$ cat src/rtl/ethernet_tx_fcs_sequencer.sv
// Ethernet TX frame sequencer.
// Forwards a payload stream, pads short frames with zeros, appends the FCS
// read from an external byte-wide CRC-32 engine, then enforces the inter-frame gap.
module ethernet_tx_fcs_sequencer #(
    parameter int MIN_PAYLOAD = 60,
    parameter int IFG_CYCLES  = 12
) (
    input  logic        clk_i,
    input  logic        rst_n_i,
    input  logic [7:0]  s_data_i,
    input  logic        s_valid_i,
    input  logic        s_last_i,
    output logic        s_ready_o,
    output logic [7:0]  m_data_o,
    output logic        m_valid_o,
    output logic        m_last_o,
    input  logic        m_ready_i,
    output logic        crc_initialize_o,
    output logic        crc_compute_o,
    output logic [7:0]  crc_data_o,
    input  logic [31:0] crc32_i,
    output logic        busy_o,
    output logic        frame_done_o
);

    typedef enum logic [2:0] {
        IDLE,
        PAYLOAD,
        PAD,
        FCS,
        IFG
    } state_t;

    localparam logic [10:0] CNT_MAX  = 11'h7FF;
    localparam logic [11:0] MIN_P    = 12'(MIN_PAYLOAD);
    localparam logic [7:0]  IFG_LAST = 8'(IFG_CYCLES - 1);

    state_t      state_q, state_d;
    logic [10:0] cnt_q, cnt_d;
    logic [1:0]  idx_q, idx_d;
    logic [7:0]  ifg_q, ifg_d;
    logic [11:0] cnt_inc;
    logic [7:0]  fcs_byte;

    // Byte count after the current transfer, one bit wider so the compare never wraps.
    assign cnt_inc = {1'b0, cnt_q} + 12'd1;

    // The CRC engine always sees exactly the byte presented downstream.
    assign crc_data_o = m_data_o;
    assign busy_o     = (state_q != IDLE);

    // Select the FCS byte, low byte first; the engine holds the complemented-form residue.
    always_comb begin
        fcs_byte = 8'h00;
        unique case (idx_q)
            2'd0: fcs_byte = ~crc32_i[7:0];
            2'd1: fcs_byte = ~crc32_i[15:8];
            2'd2: fcs_byte = ~crc32_i[23:16];
            2'd3: fcs_byte = ~crc32_i[31:24];
            default: fcs_byte = 8'h00;
        endcase
    end

    // Next-state and output decode; every register only moves on a downstream handshake.
    always_comb begin
        state_d          = state_q;
        cnt_d            = cnt_q;
        idx_d            = idx_q;
        ifg_d            = ifg_q;
        s_ready_o        = 1'b0;
        m_data_o         = 8'h00;
        m_valid_o        = 1'b0;
        m_last_o         = 1'b0;
        crc_initialize_o = 1'b0;
        crc_compute_o    = 1'b0;
        frame_done_o     = 1'b0;

        unique case (state_q)
            IDLE: begin
                crc_initialize_o = 1'b1;
                if (s_valid_i) begin
                    state_d = PAYLOAD;
                    cnt_d   = 11'd0;
                    idx_d   = 2'd0;
                end
            end
            PAYLOAD: begin
                m_data_o  = s_data_i;
                m_valid_o = s_valid_i;
                s_ready_o = m_ready_i;
                if (s_valid_i && m_ready_i) begin
                    crc_compute_o = 1'b1;
                    if (cnt_q != CNT_MAX) begin
                        cnt_d = cnt_q + 11'd1;
                    end
                    if (s_last_i) begin
                        state_d = (cnt_inc < MIN_P) ? PAD : FCS;
                    end
                end
            end
            PAD: begin
                m_valid_o = 1'b1;
                if (m_ready_i) begin
                    crc_compute_o = 1'b1;
                    cnt_d         = cnt_q + 11'd1;
                    if (cnt_inc == MIN_P) begin
                        state_d = FCS;
                    end
                end
            end
            FCS: begin
                m_valid_o = 1'b1;
                m_data_o  = fcs_byte;
                m_last_o  = (idx_q == 2'd3);
                if (m_ready_i) begin
                    idx_d = idx_q + 2'd1;
                    if (idx_q == 2'd3) begin
                        frame_done_o = 1'b1;
                        state_d      = IFG;
                        ifg_d        = 8'd0;
                    end
                end
            end
            IFG: begin
                crc_initialize_o = 1'b1;
                if (ifg_q == IFG_LAST) begin
                    state_d = IDLE;
                end else begin
                    ifg_d = ifg_q + 8'd1;
                end
            end
            default: begin
                state_d = IDLE;
            end
        endcase
    end

    // State and counter registers; reset abandons any frame in flight.
    always_ff @(posedge clk_i or negedge rst_n_i) begin
        if (!rst_n_i) begin
            state_q <= IDLE;
            cnt_q   <= 11'd0;
            idx_q   <= 2'd0;
            ifg_q   <= 8'd0;
        end else begin
            state_q <= state_d;
            cnt_q   <= cnt_d;
            idx_q   <= idx_d;
            ifg_q   <= ifg_d;
        end
    end

endmodule

$ cat config.mk
export PLATFORM = sky130hd
export DESIGN_NAME = ethernet_tx_fcs_sequencer
export DESIGN_NICKNAME = d
export VERILOG_FILES = /design/src/rtl/ethernet_tx_fcs_sequencer.sv
export SDC_FILE = /design/constraint.sdc
export NUM_CORES = 1
export LEC_CHECK = 0
export BUFFER_PORTS_ARGS = -buffer_cell sky130_fd_sc_hd__buf_4
export CAP_MARGIN = 20
export CORE_MARGIN = 1
export CORE_UTILIZATION = 50
export DETAILED_ROUTE_END_ITERATION = 10
export PLACE_DENSITY_LB_ADDON = 0.08
export SYNTH_ARGS = -nofsm -noshare
export SYNTH_HDL_FRONTEND = slang
export SYNTH_SLANG_ARGS = --single-unit
$ cat constraint.sdc
create_clock -name clk_i -period 5.25 [get_ports clk_i]
set_input_delay 1.575 -clock clk_i [delete_from_list [all_inputs] [get_ports clk_i]]
set_output_delay 1.575 -clock clk_i [all_outputs]
set_load 0.02 [all_outputs]
==> results.ini <==
[floorplanning]
row_count=22
start_util_pct=52.3
core_mm2=0.00369
die_x_um=64.1
die-height_um=64.1
ios=68
dieArea_mm2=0.00411

[sta]
relSlewSlack_pct=59.0
final-hold-violation-count=0
finalCriticalPeriod_ns=4.13
max_freq_ghz=0.242
worst_slack_ns=1.12
fin_setup_tns_ns=0
drv_slew=0
tightest_slew_ns=0.613
skew_ns=0.00108
period_share_pct=78.7
setup_viol=0
rsz0062_at_grt=false

[logic_synthesis]
async_reset_ff_share_pct=100
synthAdderAreaFrac_pct=4.54
synth_ff_type=dfrtp_1
syn_area_mm2=0.00193
synth_top_family_by_area=compound AO/OA/AOI/OAI gates
yosys.area_share.simple_pct=26.7
synth_nets=302
seq_area_frac_synth_pct=31.1
yosys_warnings=0
synthMuxAreaShare_pct=0.519
synth_compound_area_share_pct=26.8
yosysUniqueCellTypes=50
synth_seq_cells=24
synth-edff-count=0
postSynthAreaPerCell_um2=7.71
synthCells=250
synth_xor_area_share_pct=2.73

[pwr]
p_switching_w=0.000223
clockPowerShare_pct=25.0
sequentialPowerShare_pct=42.7
swShare_pct=34.1
p_int_w=0.000430
ir_drop_uv=178
p_total_w=0.000653
power_frac_comb_pct=32.3
p_leak_nw=1.11
cellPowerDensity_mw_per_mm2=265

[final_layout]
synthToLayoutAreaGrowth_pct=27.9
final_cells=352
fillers=338
design_area_mm2=0.00247
diodes=0
layout-drive-gt1-share_pct=27.0
nNetsFinal=357

[worst_setup_path]
cp_data_arrival_time_ns=2.56
cp.required_ns=3.68
cp_max_fo=2
worst_setup_path_start_kind=input pin
crit_type=input pin to output pin
cp-end-kind=output pin

[clocking]
path_clk_slew_ns=0.09
numClockSinks=24
cts_hold_buf=0
tritoncts=yes
cts.repair.resized=0
h-tree-depth=1
clockBufferDepth=2
numCtsBuffers=3
post_cts_buffers=0
clock-root-buffer=clkbuf_8
clk_latency_ns=0.27

[detailed_routing]
drtIter0Drc=78
wl_per_cell_um=14.0
routed-via-count=1997
drc_errors=0
ant_nets=0
dr.pass1.iters=4
viasPerCell=5.67
wl_um=4920

[run]
max-cap-violations=0

[grt]
antenna_found_initial=0
grt_pass1_wl_um=8090
overflow=0
gr-usage-all-layers_pct=25.1
grt_max_degree=25
grt_pass1_vias=1770

[hold_path]
hold_class=register to register

[placed_design]
port_buffers=67
place_congestion=0.825
placed_cell_area_mm2=0.00239
place_inst=348
place_hpwl_um=3680
pre_cts_ws_ns=1.16

[status]
outcome=complete, no violations

metal layers:
layer / wire length [um] / vias to the layer above / track usage [%]
met5: 0 / - / 0
li1: - / 1000 / -
met1: 2110 / 922 / 31.0
met4: 53 / 0 / 6.94
met3: 346 / 6 / 4.64
met2: 2410 / 69 / 44.4
synth_stat cells (all sizes together), types with 2 or more instances:
cell type / instances / share of area (%)
nand2b: 5 / 1.6
xnor2: 2 / 0.91
o31ai: 11 / 4.3
nor3: 3 / 1.0
o22ai: 9 / 2.9
nor2b: 2 / 0.65
and3: 2 / 0.65
o21bai: 4 / 1.6
a22o: 3 / 1.4
a21oi: 10 / 2.6
clkbuf: 6 / 1.2
a31oi: 2 / 0.97
xor2: 4 / 1.8
nor2: 28 / 5.5
and2: 3 / 0.97
nand4: 3 / 1.3
ha: 7 / 4.5
or3: 4 / 1.3
inv: 10 / 1.9
o21ai: 32 / 8.3
buf: 12 / 4.2
dfrtp: 24 / 31
nand2: 32 / 6.2
or2: 2 / 0.65
nand3b: 2 / 0.97
nand3: 11 / 2.9
cells by family after synthesis:
group	after synthesis
AO/OA/AOI/OAI	81
XOR/XNOR	6
adder cells (fa/ha/maj)	7
buffers and inverters	29
flip-flops	24
multiplexers	1
AND/OR/NAND/NOR	102
flip-flops by register name, indices dropped and copies added, names as in the netlist:
register  flops
cnt_q        11
idx_q         2
ifg_q         8
state_q       3
stage by stage:
| stage | hold WS (ns) | utilization (%) |
|---|---|---|
| CTS | 0.527 | 66.9 |
| floorplan | 0.482 | - |
| finish | 0.525 | 66.9 |
| global route | 0.550 | 66.9 |
| detailed placement | 0.511 | 64.9 |
| global placement | 0.513 | 64.9 |
worst paths after layout:
check	startpoint	cells past startpoint	end	slack, ns
setup / recovery	crc32_i[31]	6	m_data_o[7]	1.12
min in group asynchronous	rst_n_i	1	ifg_q[4]$_DFFE_PN0P_	1.19
max in group asynchronous	rst_n_i	1	cnt_q[7]$_DFFE_PN0P_	3.82
hold / removal	ifg_q[0]$_DFFE_PN0P_	1	ifg_q[0]$_DFFE_PN0P_	0.53
hold reg to reg	ifg_q[0]$_DFFE_PN0P_	1	ifg_q[0]$_DFFE_PN0P_	0.53
setup reg to reg	state_q[1]$_DFFE_PN0P_	6	ifg_q[7]$_DFFE_PN0P_	2.63
cells in the final DEF (no fill, tap or decap), drive strengths merged, types with 2 or more instances in the layout:
master,instances
buf,68
nand2,32
o21ai,32
nor2,28
dfrtp,24
o31ai,11
nand3,11
inv,10
a21oi,10
o22ai,9
ha,7
nand2b,5
o21bai,4
or3,4
xor2,4
and2,3
clkbuf,3
nor3,3
a22o,3
nand4,3
nor2b,2
and3,2
or2,2
xnor2,2
nand3b,2
a31oi,2
worst max-delay path, stage by stage:
cell	delay (ns)
buf_4	0.11
o22ai_1	0.18
o21bai_1	0.13
o21ai_0	0.08
o21ai_0	0.27
buf_4	0.20
layout make-up:
cell class / count / area, um^2 / area share (%)
clock buffers: 3 / 41.3 / 1.67
multi-input cells: 197 / 1180 / 47.9
well taps: 48 / 60.1 / 2.44
repair buffers: 68 / 510 / 20.7
flip-flops and latches: 24 / 601 / 24.4
inverters: 11 / 41.3 / 1.67
clock inverters: 1 / 30.0 / 1.22
power groups by stage:
stage / clock, W / sequential (W) / combinational [W]
2_1_floorplan: 0 / 0.000266 / 0.000160
3_3_place_gp: 0 / 0.000281 / 0.000208
3_5_place_dp: 0 / 0.000282 / 0.000212
4_1_cts: 0.000166 / 0.000279 / 0.000213
5_1_grt: 0.000172 / 0.000288 / 0.000244
6_report: 0.000163 / 0.000279 / 0.000211
(Power assumes the default switching activity.)
